`src/rtl/seg_pkg.sv`:
```
// Shared constants for the multiplexed seven-segment display scheduler.
package seg_pkg;

  localparam int unsigned SEG_W    = 7;
  localparam int unsigned NIBBLE_W = 4;

  // Segment bit positions within a {A,B,C,D,E,F,G} pattern
  localparam int unsigned SEG_A = 6;
  localparam int unsigned SEG_B = 5;
  localparam int unsigned SEG_C = 4;
  localparam int unsigned SEG_D = 3;
  localparam int unsigned SEG_E = 2;
  localparam int unsigned SEG_F = 1;
  localparam int unsigned SEG_G = 0;

  typedef logic [0:0] state_t;
  localparam state_t S_BLANK = 1'b0;
  localparam state_t S_DRIVE = 1'b1;

endpackage

```
`src/rtl/seg_nibble_buffer.sv`:
```
// Nibble storage for the display: byte-wide left shift, clear, and one read port.
module seg_nibble_buffer
  import seg_pkg::*;
#(
  parameter int unsigned NUM_DIGITS = 2,
  localparam int unsigned IDX_W = $clog2(NUM_DIGITS)
) (
  input  logic                clk,
  input  logic                rst,
  input  logic                wr,
  input  logic [7:0]          wr_byte,
  input  logic                clear,
  input  logic [IDX_W-1:0]    rd_idx,
  output logic [NIBBLE_W-1:0] rd_nibble
);

  logic [NIBBLE_W-1:0] nib_q [NUM_DIGITS];

  // Clear wins over a same-cycle write; a write pushes the byte in at the right
  always_ff @(posedge clk or posedge rst) begin
    if (rst) begin
      for (int k = 0; k < NUM_DIGITS; k++) nib_q[k] <= '0;
    end else if (clear) begin
      for (int k = 0; k < NUM_DIGITS; k++) nib_q[k] <= '0;
    end else if (wr) begin
      for (int k = NUM_DIGITS - 1; k >= 2; k--) nib_q[k] <= nib_q[k-2];
      nib_q[1] <= wr_byte[7:4];
      nib_q[0] <= wr_byte[3:0];
    end
  end

  assign rd_nibble = nib_q[rd_idx];

endmodule

```
`src/rtl/seg_display_scheduler.sv`:
```
// Time-multiplexes one shared registered hex decoder across NUM_DIGITS digits,
// with a blanking gap at the start of every digit slot.
module seg_display_scheduler
  import seg_pkg::*;
#(
  parameter int unsigned NUM_DIGITS   = 2,
  parameter int unsigned SLOT_CYCLES  = 25000,
  parameter int unsigned BLANK_CYCLES = 250
) (
  input  logic                  i_Clk,
  input  logic                  i_Rst,
  input  logic                  i_Wr_DV,
  input  logic [7:0]            i_Wr_Byte,
  input  logic                  i_Clear,
  input  logic                  i_Enable,
  output logic [NIBBLE_W-1:0]   o_Dec_Nibble,
  input  logic [SEG_W-1:0]      i_Dec_Seg,
  output logic [SEG_W-1:0]      o_Segment,
  output logic [NUM_DIGITS-1:0] o_Digit_En,
  output logic                  o_Slot_Start
);

  localparam int unsigned CNT_W = $clog2(SLOT_CYCLES);
  localparam int unsigned IDX_W = $clog2(NUM_DIGITS);

  state_t                  state_q, state_d;
  logic [CNT_W-1:0]        cnt_q, cnt_d;
  logic [IDX_W-1:0]        idx_q, idx_d;
  logic [SEG_W-1:0]        seg_q, seg_d;
  logic [NUM_DIGITS-1:0]   en_q, en_d;
  logic                    start_q, start_d;
  logic                    cnt_last, blank_last;

  seg_nibble_buffer #(.NUM_DIGITS(NUM_DIGITS)) u_buffer (
    .clk       (i_Clk),
    .rst       (i_Rst),
    .wr        (i_Wr_DV),
    .wr_byte   (i_Wr_Byte),
    .clear     (i_Clear),
    .rd_idx    (idx_q),
    .rd_nibble (o_Dec_Nibble)
  );

  assign cnt_last   = (cnt_q == CNT_W'(SLOT_CYCLES - 1));
  assign blank_last = (cnt_q == CNT_W'(BLANK_CYCLES - 1));

  always_ff @(posedge i_Clk or posedge i_Rst) begin
    if (i_Rst) begin
      state_q <= S_BLANK;
      cnt_q   <= '0;
      idx_q   <= '0;
      seg_q   <= '0;
      en_q    <= '0;
      start_q <= 1'b0;
    end else begin
      state_q <= state_d;
      cnt_q   <= cnt_d;
      idx_q   <= idx_d;
      seg_q   <= seg_d;
      en_q    <= en_d;
      start_q <= start_d;
    end
  end

  // Segment capture happens on the last blank cycle so the decoder has settled
  always_comb begin
    state_d = state_q;
    cnt_d   = cnt_last ? '0 : cnt_q + CNT_W'(1);
    idx_d   = idx_q;
    seg_d   = seg_q;
    en_d    = '0;
    start_d = cnt_last;
    case (state_q)
      S_BLANK: begin
        if (blank_last) begin
          seg_d   = i_Dec_Seg;
          state_d = S_DRIVE;
        end
      end
      default: begin
        if (cnt_last) begin
          idx_d   = (idx_q == IDX_W'(NUM_DIGITS - 1)) ? '0 : idx_q + IDX_W'(1);
          state_d = S_BLANK;
        end
      end
    endcase
    if (state_d == S_DRIVE && i_Enable) en_d[idx_q] = 1'b1;
  end

  assign o_Segment    = seg_q;
  assign o_Digit_En   = en_q;
  assign o_Slot_Start = start_q;

endmodule

```
`config.mk`:
```
export PLATFORM = sky130hd
export DESIGN_NAME = seg_display_scheduler
export DESIGN_NICKNAME = d
export VERILOG_FILES = /design/src/rtl/seg_pkg.sv /design/src/rtl/seg_nibble_buffer.sv /design/src/rtl/seg_display_scheduler.sv
export SDC_FILE = /design/constraint.sdc
export NUM_CORES = 1
export LEC_CHECK = 0
export BUFFER_PORTS_ARGS = -buffer_cell sky130_fd_sc_hd__clkbuf_2
export CORE_MARGIN = 2
export CORE_UTILIZATION = 40
export DETAILED_ROUTE_END_ITERATION = 10
export SYNTH_ARGS = -nofsm -noshare
export SYNTH_HDL_FRONTEND = slang
export SYNTH_SLANG_ARGS = --single-unit
```
`constraint.sdc`:
```
create_clock -name i_Clk -period 1.9 [get_ports i_Clk]
set_input_delay 0.285 -clock i_Clk [delete_from_list [all_inputs] [get_ports i_Clk]]
set_output_delay 0.285 -clock i_Clk [all_outputs]
set_load 0.05 [all_outputs]
```
==> metrics.md <==
| Metric | Value |
|---|---|
| Critical path endpoint category | output port |
| Slew @ Worst Pin | between 400 and 500 ps |
| Drt pass-1 iters | 4 |
| Post-route ant nets | 0 |
| LEAKAGE | 0.000993 µW |
| Overflow after GRT | 0 |
| Non-filler instance count after layout | 214 |
| Total track usage | between 15 and 20% |
| Root Driver | clkbuf_8 |
| Hold Buf Count CTS | 0 |
| Cell at the slowest stage of the critical path | dfrtp_1 |
| Max cap viols | 0 |
| Power Density | 770 nW/µm² |
| Clk sink count | 35 |
| Synthesis Warnings | 0 |
| Resized Gates After CTS | 0 |
| Share of layout cells above drive strength 1 | 36.6% |
| Rows | 23 |
| Worst VDD drop | 0.318 mV |
| Clock period minus worst slack | 1720 ps |
| Final clock skew | 4.11 ps |
| Final period utilization | between 90 and 100% |
| Setup WS post-layout | 176 ps |
| Via total after detailed routing | around 1.1k |
| Drt drc | 0 |
| RSZ-0062 raised after global routing | false |
| Setup violations, final | 0 |
| Final Max Tran Viols | 0 |
| Mapped Area | approximately 1600 µm² |
| WP data required | 1620 ps |
| # Post-CTS Setup Buffers | 0 |
| Core Region | a little under 4000 µm² |
| Initial antenna violation count | 0 |
| Initial DRC Count | 54 |
| FFs w/ async S/R, synth | 100% |
| Hold Path Class | in2async |
| Initial Util | 40.9% |
| Start of the worst register-to-register path | cnt_q[1]$_DFF_PP0_ |
| Filler Cells Inserted | 349 |
| Slew headroom | 70.4% |
| Die width | 67.5 µm |
| Netlist cell types | 33 |
| Fmax | approximately 0.58 GHz |
| CTS tree | built |
| Layout net count | 185 |
| Largest cells by area after synthesis | dfrtp_1 (54%), mux2_4 (6.5%), mux2i_1 (5.0%) |
| CP Cell Sequence | mux2_2, clkbuf_2 |
| Gp weighted congestion | ~0.73 |
| TritonCTS Buffers | 5 |
| Design area | 1920 µm² |
| R2r setup slk | 250 ps |
| Seq/Total Area, Yosys | 54.3% |
| Post-synth net total | around 150 |
| Layout area overhead | 19.1% |
| Commonest cells in the synthesized netlist | dfrtp_1 (35), nor2_1 (18), mux2i_1 (8) |
| IO Pins | 34 |
| Predominant post-synthesis flop cell | dfrtp_1 |
| Setup_tns | 0 ps |
| Vias in the first global route | 1148 |
| Critical path peak fanout | 7 |
| Post-synth EDFFs | 0 |
| Die H | around 67 µm |
| Pin count of the biggest net entering global routing | 36 |
| Ant. Diodes | 0 |
| CP arrival | 1440 ps |
| Seq cells post-synth | 35 |
| Cells after DPL | between 200 and 250 |
| First-pass GRT wire length | 5.13 mm |
| Post-synth top area cell | dfrtp_1 |
| Setup CP Type | reg2out |
| Latest clock arrival within the worst-skew pair | between 200 and 300 ps |
| Top-count cell post-synth | dfrtp_1 |
| Die area | 4550 µm² |
| Worst reg-to-reg path cell count | 5 |
| Post-detail-place hpwl | around 2.2 mm |
| Clock Tree Buf Depth | 2 |
| Via/cell ratio | 4.94 |
| Final hold vios | 0 |
| Total length of routed wires | 2.93 mm |
| Critical path startpoint category | flop |
| Mean routed wirelength per cell | around 14 µm |
| CTS clk-pin slew, worst paths | 70 ps |
| Dpl ws | 238 ps |
| Placed instance area | ~1800 µm² |
| CTS H-tree lvls | 2 |
| Mapped Cells | 127 |
| Max incr delay on CP | 540 ps |
| Port Buffer Count | 33 |
| R2r endpoint | o_Segment[6]$_DFFE_PP0P_ |
| Syn_area_per_cell | 12.7 µm² |
| Status | completed |
| Crit path max-delay family | flip-flops |
| Yosys top cell area share | approximately 54% |
| Buffers plus inverters on the worst setup path | 1 |
## tightest hold or removal path, cell delays in order
cell and delay, ps:
clkbuf_2 80, inv_1 40, buf_4 380
## final cells by class
cell class / count / area [µm²] / share of cell area (%)
well taps: 50 / 62.6 / 3.26
multi-input cells: 83 / 693 / 36.1
repair buffers: 34 / 173 / 9.00
flip-flops and latches: 35 / 876 / 45.6
clock buffers: 8 / 100 / 5.22
inverters: 4 / 15.0 / 0.782
## where the power goes
| part | internal [µW] | total (µW) | switching (µW) |
|---|---|---|---|
| Sequential | 762 | 772 | 9.41 |
| Clock | 330 | 574 | 244 |
| Combinational | 46.2 | 132 | 85.5 |
## sequential cells by signal, summed over array words and instances, names as in the netlist
register,cells
o_Digit_En,2
idx_q,1
u_buffer.nib_q,8
cnt_q,15
o_Slot_Start,1
o_Segment,7
state_q,1
## cells in the final DEF, fill, tap and decap left out, types with 2 or more instances in the layout
cell,instances
and3_1,2
and4_1,2
and4_4,2
clkbuf_2,33
clkbuf_8,7
dfrtp_1,35
ha_1,2
inv_1,4
mux2_2,4
mux2_4,7
mux2i_1,8
nand2_1,4
nand3_1,5
nand4_1,3
nor2_1,18
xnor2_1,5
xor2_1,7
## metrics by stage
step                hold WS [ps]  total power (µW)  utilization (%)
global placement             376               913             46.1
detailed placement           392               919             46.1
global route                 126              1550             48.7
floorplan                    434               875                -
finish                      69.2              1480             48.7
CTS                         82.6              1510             48.7
## kinds of logic after synthesis
kind of cell             share of synthesized area [%]
AO/OA/AOI/OAI                                    0.854
flip-flops                                        54.3
XOR/XNOR                                          7.53
AND/OR/NAND/NOR                                   18.8
adder cells (fa/ha/maj)                           1.55
multiplexers                                      14.3
buffers and inverters                             2.64
## routing by layer
metal | up-vias | wire (µm) | track usage [%]
met3 | 6 | 147 | 5.50
met5 | - | 0 | 0
li1 | 506 | - | -
met4 | 0 | 55 | 6.63
met1 | 521 | 1260 | 17.3
met2 | 24 | 1460 | 26.7
## worst max-delay path by stage
stage | from | to | cells past startpoint
finish | idx_q$_DFFE_PP0P_ | o_Dec_Nibble[0] | 2
global route | idx_q$_DFFE_PP0P_ | o_Dec_Nibble[0] | 2
CTS | idx_q$_DFFE_PP0P_ | o_Dec_Nibble[0] | 2
detailed placement | cnt_q[1]$_DFF_PP0_ | o_Segment[6]$_DFFE_PP0P_ | 5
global placement | cnt_q[1]$_DFF_PP0_ | o_Segment[4]$_DFFE_PP0P_ | 5
floorplan | cnt_q[1]$_DFF_PP0_ | o_Segment[0]$_DFFE_PP0P_ | 5
(Power assumes the default switching activity.)
